[src/rtl/mdu_pkg.sv]
// mdu_pkg: opcodes, FSM state encoding and result constants shared by md_unit.
// The DIV state exists only when MDU_DIV_EN is defined.
package mdu_pkg;
    localparam logic [2:0] OP_MULT  = 3'b000;
    localparam logic [2:0] OP_MULTU = 3'b001;
    localparam logic [2:0] OP_DIV   = 3'b010;
    localparam logic [2:0] OP_DIVU  = 3'b011;
    localparam logic [2:0] OP_MTHI  = 3'b100;
    localparam logic [2:0] OP_MTLO  = 3'b101;
    localparam logic [31:0] DIV0_LO = 32'hFFFF_FFFF;
    localparam logic [31:0] RST_VAL = 32'h0;
`ifdef MDU_DIV_EN
    typedef enum logic [1:0] {S_IDLE = 2'd0, S_MUL = 2'd1, S_FIX = 2'd2, S_DIV = 2'd3} state_e;
`else
    typedef enum logic [1:0] {S_IDLE = 2'd0, S_MUL = 2'd1, S_FIX = 2'd2} state_e;
`endif
endpackage

[src/rtl/md_divider.sv]
// md_divider: 32-bit unsigned restoring divider, one quotient bit per step.
// Built only when MDU_DIV_EN is defined; signs are handled by md_unit.
`ifdef MDU_DIV_EN
module md_divider (
    input  logic        clk_i,
    input  logic        rst_ni,
    input  logic        load_i,
    input  logic        step_i,
    input  logic [31:0] dividend_i,
    input  logic [31:0] divisor_i,
    output logic [31:0] quo_o,
    output logic [31:0] rem_o
);
    logic [31:0] rem_q, rem_d, quo_q, quo_d, dvs_q, dvs_d;
    logic [32:0] trial;
    // quo_q doubles as the dividend shift register; its MSB feeds the partial remainder
    always_comb begin
        trial = {rem_q, quo_q[31]} - {1'b0, dvs_q};
        rem_d = rem_q;
        quo_d = quo_q;
        dvs_d = dvs_q;
        if (load_i) begin
            rem_d = '0;
            quo_d = dividend_i;
            dvs_d = divisor_i;
        end else if (step_i) begin
            rem_d = trial[32] ? {rem_q[30:0], quo_q[31]} : trial[31:0];
            quo_d = {quo_q[30:0], ~trial[32]};
        end
    end
    always_ff @(posedge clk_i or negedge rst_ni) begin
        if (!rst_ni) begin
            rem_q <= '0;
            quo_q <= '0;
            dvs_q <= '0;
        end else begin
            rem_q <= rem_d;
            quo_q <= quo_d;
            dvs_q <= dvs_d;
        end
    end
    assign quo_o = quo_q;
    assign rem_o = rem_q;
endmodule
`endif

[src/rtl/md_unit.sv]
// md_unit: iterative MULT/MULTU/DIV/DIVU unit owning HI/LO, plus MTHI/MTLO.
// DIV/DIVU are built only when MDU_DIV_EN is defined; otherwise they act as no-ops.
module md_unit
    import mdu_pkg::*;
#(
    parameter int MUL_BITS_PER_CYCLE = 2
) (
    input  logic        clock,
    input  logic        reset,
    input  logic        start,
    input  logic [2:0]  mdop,
    input  logic        flush,
    input  logic [31:0] a,
    input  logic [31:0] b,
    output logic        busy,
    output logic        done,
    output logic [31:0] hi,
    output logic [31:0] lo
);
    localparam int K  = MUL_BITS_PER_CYCLE;
    localparam int PW = 32 + K;
    localparam logic [4:0] MUL_LAST = 5'(32 / K - 1);
    state_e      state_q, state_d;
    logic [4:0]  cnt_q, cnt_d;
    logic [31:0] mc_q, mc_d, hi_q, hi_d, lo_q, lo_d;
    logic [63:0] acc_q, acc_d, prod;
    logic        neg_q, neg_d, done_q, done_d;
    logic        accept, sgn;
    logic [31:0] abs_a, abs_b;
    logic [PW-1:0] psum;
    assign accept = start && !flush && state_q == S_IDLE;
    assign sgn    = !mdop[0];
    assign abs_a  = (sgn && a[31]) ? -a : a;
    assign abs_b  = (sgn && b[31]) ? -b : b;
    // low 32 bits of acc_q hold the unretired multiplier bits, upper half the partial product
    assign psum   = PW'(acc_q[63:32]) + PW'(mc_q) * PW'(acc_q[K-1:0]);
    assign prod   = neg_q ? -acc_q : acc_q;
`ifdef MDU_DIV_EN
    logic        is_div_q, is_div_d, aneg_q, aneg_d, bz_q, bz_d;
    logic [31:0] a_q, a_d, quo, rem;
    logic        div_op;
    assign div_op = mdop == OP_DIV || mdop == OP_DIVU;
    md_divider u_div (
        .clk_i     (clock),
        .rst_ni    (reset),
        .load_i    (accept && div_op),
        .step_i    (state_q == S_DIV),
        .dividend_i(abs_a),
        .divisor_i (abs_b),
        .quo_o     (quo),
        .rem_o     (rem)
    );
`endif
    always_comb begin
        state_d = state_q;
        cnt_d   = cnt_q + 5'd1;
        mc_d    = mc_q;
        acc_d   = acc_q;
        neg_d   = neg_q;
        hi_d    = hi_q;
        lo_d    = lo_q;
        done_d  = 1'b0;
`ifdef MDU_DIV_EN
        is_div_d = is_div_q;
        aneg_d   = aneg_q;
        bz_d     = bz_q;
        a_d      = a_q;
`endif
        case (state_q)
            S_IDLE: if (accept) begin
                cnt_d = '0;
                neg_d = sgn && (a[31] ^ b[31]);
                if (mdop == OP_MULT || mdop == OP_MULTU) begin
                    state_d = S_MUL;
                    mc_d    = abs_a;
                    acc_d   = {32'h0, abs_b};
`ifdef MDU_DIV_EN
                    is_div_d = 1'b0;
                end else if (div_op) begin
                    state_d  = S_DIV;
                    is_div_d = 1'b1;
                    aneg_d   = sgn && a[31];
                    bz_d     = b == 32'h0;
                    a_d      = a;
`endif
                end else begin
                    done_d = 1'b1;
                    hi_d   = mdop == OP_MTHI ? a : hi_q;
                    lo_d   = mdop == OP_MTLO ? a : lo_q;
                end
            end
            S_MUL: begin
                acc_d   = {psum, acc_q[31:K]};
                state_d = cnt_q == MUL_LAST ? S_FIX : S_MUL;
            end
`ifdef MDU_DIV_EN
            S_DIV: state_d = cnt_q == 5'd31 ? S_FIX : S_DIV;
`endif
            S_FIX: begin
                state_d = S_IDLE;
                done_d  = 1'b1;
                hi_d    = prod[63:32];
                lo_d    = prod[31:0];
`ifdef MDU_DIV_EN
                if (is_div_q) begin
                    lo_d = bz_q ? DIV0_LO : (neg_q ? -quo : quo);
                    hi_d = bz_q ? a_q : (aneg_q ? -rem : rem);
                end
`endif
            end
            default: state_d = S_IDLE;
        endcase
        if (flush) begin
            state_d = S_IDLE;
            done_d  = 1'b0;
            hi_d    = hi_q;
            lo_d    = lo_q;
        end
    end
    always_ff @(posedge clock or negedge reset) begin
        if (!reset) begin
            state_q <= S_IDLE;
            cnt_q   <= '0;
            mc_q    <= '0;
            acc_q   <= '0;
            neg_q   <= 1'b0;
            hi_q    <= RST_VAL;
            lo_q    <= RST_VAL;
            done_q  <= 1'b0;
`ifdef MDU_DIV_EN
            is_div_q <= 1'b0;
            aneg_q   <= 1'b0;
            bz_q     <= 1'b0;
            a_q      <= '0;
`endif
        end else begin
            state_q <= state_d;
            cnt_q   <= cnt_d;
            mc_q    <= mc_d;
            acc_q   <= acc_d;
            neg_q   <= neg_d;
            hi_q    <= hi_d;
            lo_q    <= lo_d;
            done_q  <= done_d;
`ifdef MDU_DIV_EN
            is_div_q <= is_div_d;
            aneg_q   <= aneg_d;
            bz_q     <= bz_d;
            a_q      <= a_d;
`endif
        end
    end
    assign busy = state_q != S_IDLE;
    assign done = done_q;
    assign hi   = hi_q;
    assign lo   = lo_q;
endmodule

[config.mk]
export PLATFORM = sky130hd
export DESIGN_NAME = md_unit
export DESIGN_NICKNAME = d
export VERILOG_FILES = /design/src/rtl/mdu_pkg.sv /design/src/rtl/md_divider.sv /design/src/rtl/md_unit.sv
export SDC_FILE = /design/constraint.sdc
export NUM_CORES = 1
export LEC_CHECK = 0
export BUFFER_PORTS_ARGS = -buffer_cell sky130_fd_sc_hd__buf_2
export CAP_MARGIN = 20
export CORE_ASPECT_RATIO = 0.6
export CORE_MARGIN = 2
export CORE_UTILIZATION = 25
export CTS_CLUSTER_DIAMETER = 200
export DETAILED_ROUTE_END_ITERATION = 7
export SYNTH_ARGS = -nofsm -noshare
export SYNTH_HDL_FRONTEND = slang
export SYNTH_HIERARCHICAL = 1
export SYNTH_SLANG_ARGS = --single-unit
[constraint.sdc]
create_clock -name clock -period 11.1 [get_ports clock]
set_input_delay 1.665 -clock clock [delete_from_list [all_inputs] [get_ports clock]]
set_output_delay 1.665 -clock clock [all_outputs]
set_load 0.05 [all_outputs]
# --- Word level (Yosys, flattened, before mapping) ---
# Index checks and enable logic that the tools add are counted.
op_classes:
  addsub: 5
  n_mul: 1
  eq_ne: 13
  mux: 25
  bitwise: 2
  reduce_logical: 19
op_table:
  columns: ["op", "n"]
  rows:
  - ["$mux W32", 8]
  - ["$mux W64", 3]
  - ["$pmux W32 S2", 2]
  - ["$pmux W64 S2", 1]
  - ["$neg A32 Y32", 2]
  - ["$neg A64 Y64", 1]
  - ["$add A32 B34 Y34", 1]
  - ["$mul A32 B2 Y34", 1]
  - ["$mux W5", 2]
  - ["$reduce_and A5 Y1", 2]
  - ["$mux W2", 4]
  - ["$eq A3 B3 Y1 const B", 2]
  - ["$ne A2 B1 Y1 const B", 3]
  - ["$reduce_and A3 Y1", 2]
  - ["$reduce_bool A2 Y1", 3]
  - ["$add A5 B1 Y5 const B", 1]
  - ["$eq A5 B4 Y1 const B", 1]
  - ["$logic_and A1 B1 Y1", 5]
  - ["$ne A2 B2 Y1 const B", 2]
  - ["$pmux W2 S2", 1]
  - ["$reduce_and A2 Y1", 2]
  - ["$eq A3 B1 Y1 const B", 1]
  - ["$logic_not A3 Y1", 1]
  - ["$mux W1", 3]
  - ["other kinds (10)", 11]
word_totals:
  ff_bits: 169
  input_bits: 71
  out_inout_bits: 66
  elab_cells: 73

# --- Depth between registers and ports, before layout ---
depth:
  ltp_word: 6
  depth_mapped: 14

# --- Worst setup path before layout ---
# No wires, ideal clock.
synth_timing:
  path_kind: "input-to-reg"
  startpoint: "input port a[9]"
  endpoint: "register mc_q[29]"
  arrival_time_ns: 3.622
  required_ns: 10.966
  path_slack_ns: 7.343
  path_stages: 7
  cell_sequence: "or4_4 nor4_1 nor2b_1 nand4b_1 o41ai_1 xor2_1 o21ai_0"
synth_via:
  elab_chain_len: 2
synth_lines:
  columns: ["item", "line_no", "rtl"]
  rows:
  - ["from (decl)", "md_unit.sv:13", "input logic [31:0] a,"]
  - ["$neg A32 Y32", "md_unit.sv:33", "assign abs_a = (sgn && a[31]) ? -a : a;"]
  - ["$mux W32", "md_unit.sv:33", null]
  - ["to (signal assigned)", "md_unit.sv:139", "mc_q <= mc_d;"]
  - ["to (decl)", "md_unit.sv:25", "logic [31:0] mc_q, mc_d, hi_q, hi_d, lo_q, lo_d;"]
# Every way passes these cells.
# A chain may end at the register's enable or synchronous reset.

# --- Worst setup path in the final report ---
layout_timing:
  startpoint: "register acc_q[1]"
  endpoint: "register acc_q[59]"
layout_via:
  elab_chain_len: 3
layout_lines:
  columns: ["item", "line_no", "rtl"]
  rows:
  - ["from (decl)", "md_unit.sv:26", "logic [63:0] acc_q, acc_d, prod;"]
  - ["from (signal assigned)", "md_unit.sv:125", "acc_q <= '0;"]
  - ["from (signal assigned)", "md_unit.sv:140", "acc_q <= acc_d;"]
  - ["$mul A32 B2 Y34", "md_unit.sv:36", "assign psum = PW'(acc_q[63:32]) + PW'(mc_q) * PW'(acc_q[K-1:0]);"]
  - ["$add A32 B34 Y34", "md_unit.sv:36", null]
  - ["$pmux W64 S2", "md_unit.sv:69", "case (state_q)"]
# Every way passes these cells.

==> impl_table.tex <==
\begin{tabular}{lr}
\hline
Metric & Value \\
\hline
\multicolumn{2}{l}{\textbf{Worst setup path}} \\
Arrival time worst endpoint & 5.18 ns \\
Flop-to-flop setup slack & 6.32 ns \\
Crit. End Element & register \\
Number of cells traversed by the worst register-to-register path & 13 \\
Critical path's slowest cell & sky130\_fd\_sc\_hd\_\_o31ai\_1 \\
CP peak stage delay & 0.72 ns \\
Biggest fanout along the worst timing path & 20 \\
Chain of cells forming the critical path & buf\_4, and2\_1, fa\_1, ha\_1, inv\_1, fa\_1, nor2b\_1, o211ai\_1, a31o\_2, o31ai\_1, a31oi\_1, or4\_1, nand3\_1 \\
Type of the setup path with the least slack & register to register \\
Data required time at the worst endpoint & 11.50 ns \\
CP Launch Type & register \\
Cell occurring most often along the worst timing path & sky130\_fd\_sc\_hd\_\_fa\_1 \\
\multicolumn{2}{l}{\textbf{Synthesis}} \\
Number of cells produced by synthesis & 1518 \\
Cell area after technology mapping & 12600 µm² \\
Async set or reset register ratio after synthesis & 100\% \\
Post-Synthesis Net Count & 1659 \\
Number of flip-flops and latches in the synthesized netlist & 169 \\
Syn avg cell area & 8.28 µm² \\
Main synth FF type & sky130\_fd\_sc\_hd\_\_dfrtp\_1 \\
Area leader, netlist & sky130\_fd\_sc\_hd\_\_dfrtp\_1 \\
Number of library cell types mapped by synthesis & 72 \\
Sequential-to-total area share from yosys stat & 33.7\% \\
EDFF count, synth & 0 \\
Synth top area share & 33.7\% \\
Warning count from the yosys run & 6 \\
Largest cells by area after synthesis & sky130\_fd\_sc\_hd\_\_dfrtp\_1 34\%, sky130\_fd\_sc\_hd\_\_nand2\_1 7.0\%, sky130\_fd\_sc\_hd\_\_o21ai\_0 6.5\% \\
\multicolumn{2}{l}{\textbf{Finish}} \\
Post-layout net count & 1749 \\
Post-Layout Cell Count & 2272 \\
Synthesis-to-finish area growth & 15.4\% \\
Ratio of cells with drive above 1 in the final layout & 14.4\% \\
Fillers & 5273 \\
\multicolumn{2}{l}{\textbf{Placed design}} \\
Number of cells in the design after placement & 2236 \\
Place WS & 6.24 ns \\
Count of port buffers added during placement & 136 \\
GPL Wtd Cong & 0.987 \\
Detailed Place HPWL & 35700 µm \\
\multicolumn{2}{l}{\textbf{Timing}} \\
Actual slew at the worst max-slew pin & 1.07 ns \\
Skew final & 0.0116 ns \\
Portion of the clock cycle consumed by the worst path in the final layout & 43.1\% \\
Final setup viols & 0 \\
Aggregate negative setup slack & 0 ns \\
Unrepaired setup endpoints after global routing & false \\
Peak Freq & 209 MHz \\
Final Max Slew Viols & 0 \\
Final critical-path setup slack & 6.32 ns \\
Final critical delay including setup and external delays & 4.78 ns \\
Number of hold violations in the final report & 0 \\
Hold Worst Slack & 0.462 ns \\
Worst max-slew margin expressed relative to the limit & 28.0\% \\
\multicolumn{2}{l}{\textbf{Detailed routing}} \\
DR vias/cell & 5.23 \\
Post-route DRC & 0 \\
Final ANT Viol Nets & 0 \\
Total routed wirelength & 46300 µm \\
Number of vias after detailed routing & 11900 \\
Detailed-route wire length per cell & 20.4 µm \\
Pre-Repair DR Iteration Count & 6 \\
Starting DRC count in detailed routing & 1394 \\
\multicolumn{2}{l}{\textbf{Clocking}} \\
Total of hold buffers inserted after clock tree synthesis & 0 \\
Number of buffers inserted during clock tree synthesis & 17 \\
Clock-pin slew reported for the worst setup and hold paths after clock tree synthesis & 0.08 ns \\
Number of clock sinks & 169 \\
Post-CTS Repair Setup Buffers & 0 \\
Resize count post-CTS & 0 \\
Clock Root Buffer & sky130\_fd\_sc\_hd\_\_clkbuf\_16 \\
Max H-tree Level & 4 \\
Clock tree buffer depth & 2 \\
Clock tree from TritonCTS & done \\
Clock latency at the later pin of the worst-skew pair & 0.46 ns \\
\multicolumn{2}{l}{\textbf{GRT}} \\
Number of antenna violations at the first check in global routing & 2 \\
Pin count of the biggest net entering global routing & 98 \\
Number of global-route vias before repair & 11300 \\
Aggregate global-route resource usage & 18.0\% \\
First-pass GRT wire length & 71000 µm \\
Remaining global-route overflow & 0 \\
\multicolumn{2}{l}{\textbf{Pwr}} \\
Worst vdd ir & 0.132 mV \\
Leak & 6.40 nW \\
Power per Cell Area & 229 nW/µm² \\
\multicolumn{2}{l}{\textbf{Worst hold path}} \\
Worst Hold Path Cells & 1 \\
Hold crit path type & register to register \\
\multicolumn{2}{l}{\textbf{Die}} \\
Die outline width & 293 µm \\
Num rows & 63 \\
Starting density of the core & 25.4\% \\
I/O pin total & 137 \\
Full die area & 52100 µm² \\
Core Region & 49500 µm² \\
Chip Height & 178 µm \\
\multicolumn{2}{l}{\textbf{Run}} \\
Max-cap violation count & 0 \\
\multicolumn{2}{l}{\textbf{Status}} \\
Result of the run & completed \\
\hline
\end{tabular}
==> state kept, by name, summed over array words and instances, names as in the netlist <==
| name | flops |
|---|---|
| lo | 32 |
| neg_q | 1 |
| mc_q | 32 |
| cnt_q | 5 |
| hi | 32 |
| acc_q | 64 |
| state_q | 2 |
| done | 1 |
==> critical path, delay by kind of cell (launching register included) <==
family                   cells  cell delay [ns]
AND/OR/NAND/NOR              4             0.95
flip-flops                   1             0.65
adder cells (fa/ha/maj)      3             1.12
buffers and inverters        2             0.43
AO/OA/AOI/OAI                4             1.56
==> kinds of logic after synthesis <==
logic type	count (synthesis)	synth area share (%)
compound gates	415	20.8
buf+inv	195	6.01
mux	21	1.80
flops	169	33.7
fa+ha+maj	70	8.88
xor+xnor	137	9.55
simple gates	511	19.3
==> power by group <==
group	switching, mW	internal, mW	total [mW]
logic	1.15	0.545	1.69
registers	0.221	0.792	1.01
clock network	0.304	0.318	0.622
total	1.67	1.66	3.32
==> synth_stat cells, types with 9 or more instances <==
| library cell | instances |
|---|---|
| sky130_fd_sc_hd__o31ai_1 | 33 |
| sky130_fd_sc_hd__nor2b_1 | 11 |
| sky130_fd_sc_hd__nand2_1 | 235 |
| sky130_fd_sc_hd__and2_1 | 9 |
| sky130_fd_sc_hd__o41ai_1 | 11 |
| sky130_fd_sc_hd__xnor2_1 | 79 |
| sky130_fd_sc_hd__nor3_1 | 30 |
| sky130_fd_sc_hd__nor4_1 | 14 |
| sky130_fd_sc_hd__a22oi_1 | 19 |
| sky130_fd_sc_hd__o221ai_1 | 20 |
| sky130_fd_sc_hd__a211oi_1 | 12 |
| sky130_fd_sc_hd__xor2_1 | 58 |
| sky130_fd_sc_hd__nand4_1 | 12 |
| sky130_fd_sc_hd__nand3_1 | 26 |
| sky130_fd_sc_hd__dfrtp_1 | 169 |
| sky130_fd_sc_hd__inv_1 | 111 |
| sky130_fd_sc_hd__nor2_1 | 100 |
| sky130_fd_sc_hd__fa_1 | 32 |
| sky130_fd_sc_hd__clkbuf_1 | 73 |
| sky130_fd_sc_hd__or3_1 | 9 |
| sky130_fd_sc_hd__o21ai_0 | 163 |
| sky130_fd_sc_hd__mux2_2 | 13 |
| sky130_fd_sc_hd__ha_1 | 38 |
| sky130_fd_sc_hd__nand2b_1 | 15 |
| sky130_fd_sc_hd__a21oi_1 | 80 |
==> layout make-up <==
class | instances | area (µm²) | share of cell area (%)
Inverter | 111 | 417 | 2.87
Timing Repair Buffer | 155 | 847 | 5.84
Clock buffer | 17 | 425 | 2.93
Antenna cell | 1 | 2.50 | 0.0173
Multi-Input combinational cell | 1154 | 7610 | 52.5
Sequential cell | 169 | 4230 | 29.2
Clock inverter | 15 | 151 | 1.04
Tap cell | 650 | 813 | 5.61
==> through the flow <==
stage / total power [mW] / instance area [µm²] / utilization, %
floorplan: 2.15 / 12600 / -
global placement: 2.65 / 13900 / 28.0
detailed placement: 2.67 / 13900 / 28.0
CTS: 3.30 / 14500 / 29.2
global route: 3.55 / 14500 / 29.3
finish: 3.32 / 14500 / 29.3
==> worst paths after layout <==
path | start | end
setup / recovery | acc_q[1]$_DFFE_PN0P_ | acc_q[59]$_DFFE_PN0P_
min in group asynchronous | reset | hi[5]$_DFFE_PN0P_
max in group asynchronous | reset | neg_q$_DFFE_PN0P_
setup reg to reg | acc_q[1]$_DFFE_PN0P_ | acc_q[59]$_DFFE_PN0P_
hold reg to reg | cnt_q[0]$_DFF_PN0_ | cnt_q[0]$_DFF_PN0_
hold / removal | cnt_q[0]$_DFF_PN0_ | cnt_q[0]$_DFF_PN0_
==> placed cells by master, fill, tap and decap left out, types with 9 or more instances in the layout <==
master                        n
sky130_fd_sc_hd__a211oi_1    12
sky130_fd_sc_hd__a21oi_1     80
sky130_fd_sc_hd__a22oi_1     19
sky130_fd_sc_hd__and2_1       9
sky130_fd_sc_hd__buf_2      136
sky130_fd_sc_hd__buf_4       16
sky130_fd_sc_hd__clkbuf_16   17
sky130_fd_sc_hd__dfrtp_1    168
sky130_fd_sc_hd__fa_1        32
sky130_fd_sc_hd__ha_1        38
sky130_fd_sc_hd__inv_1      111
sky130_fd_sc_hd__mux2_2      13
sky130_fd_sc_hd__nand2_1    234
sky130_fd_sc_hd__nand2b_1    13
sky130_fd_sc_hd__nand3_1     26
sky130_fd_sc_hd__nand4_1     12
sky130_fd_sc_hd__nor2_1     100
sky130_fd_sc_hd__nor2b_1      9
sky130_fd_sc_hd__nor3_1      30
sky130_fd_sc_hd__nor4_1      14
sky130_fd_sc_hd__o21ai_0    163
sky130_fd_sc_hd__o221ai_1    20
sky130_fd_sc_hd__o31ai_1     33
sky130_fd_sc_hd__o41ai_1     11
sky130_fd_sc_hd__xnor2_1     79
sky130_fd_sc_hd__xor2_1      58
==> per-layer routing <==
layer	part of all wire (%)	GRT usage, %
met2	41	25.2
met3	8.9	4.70
met5	0.028	0
met1	49	27.1
met4	1.4	4.10
(Power assumes the default switching activity.)
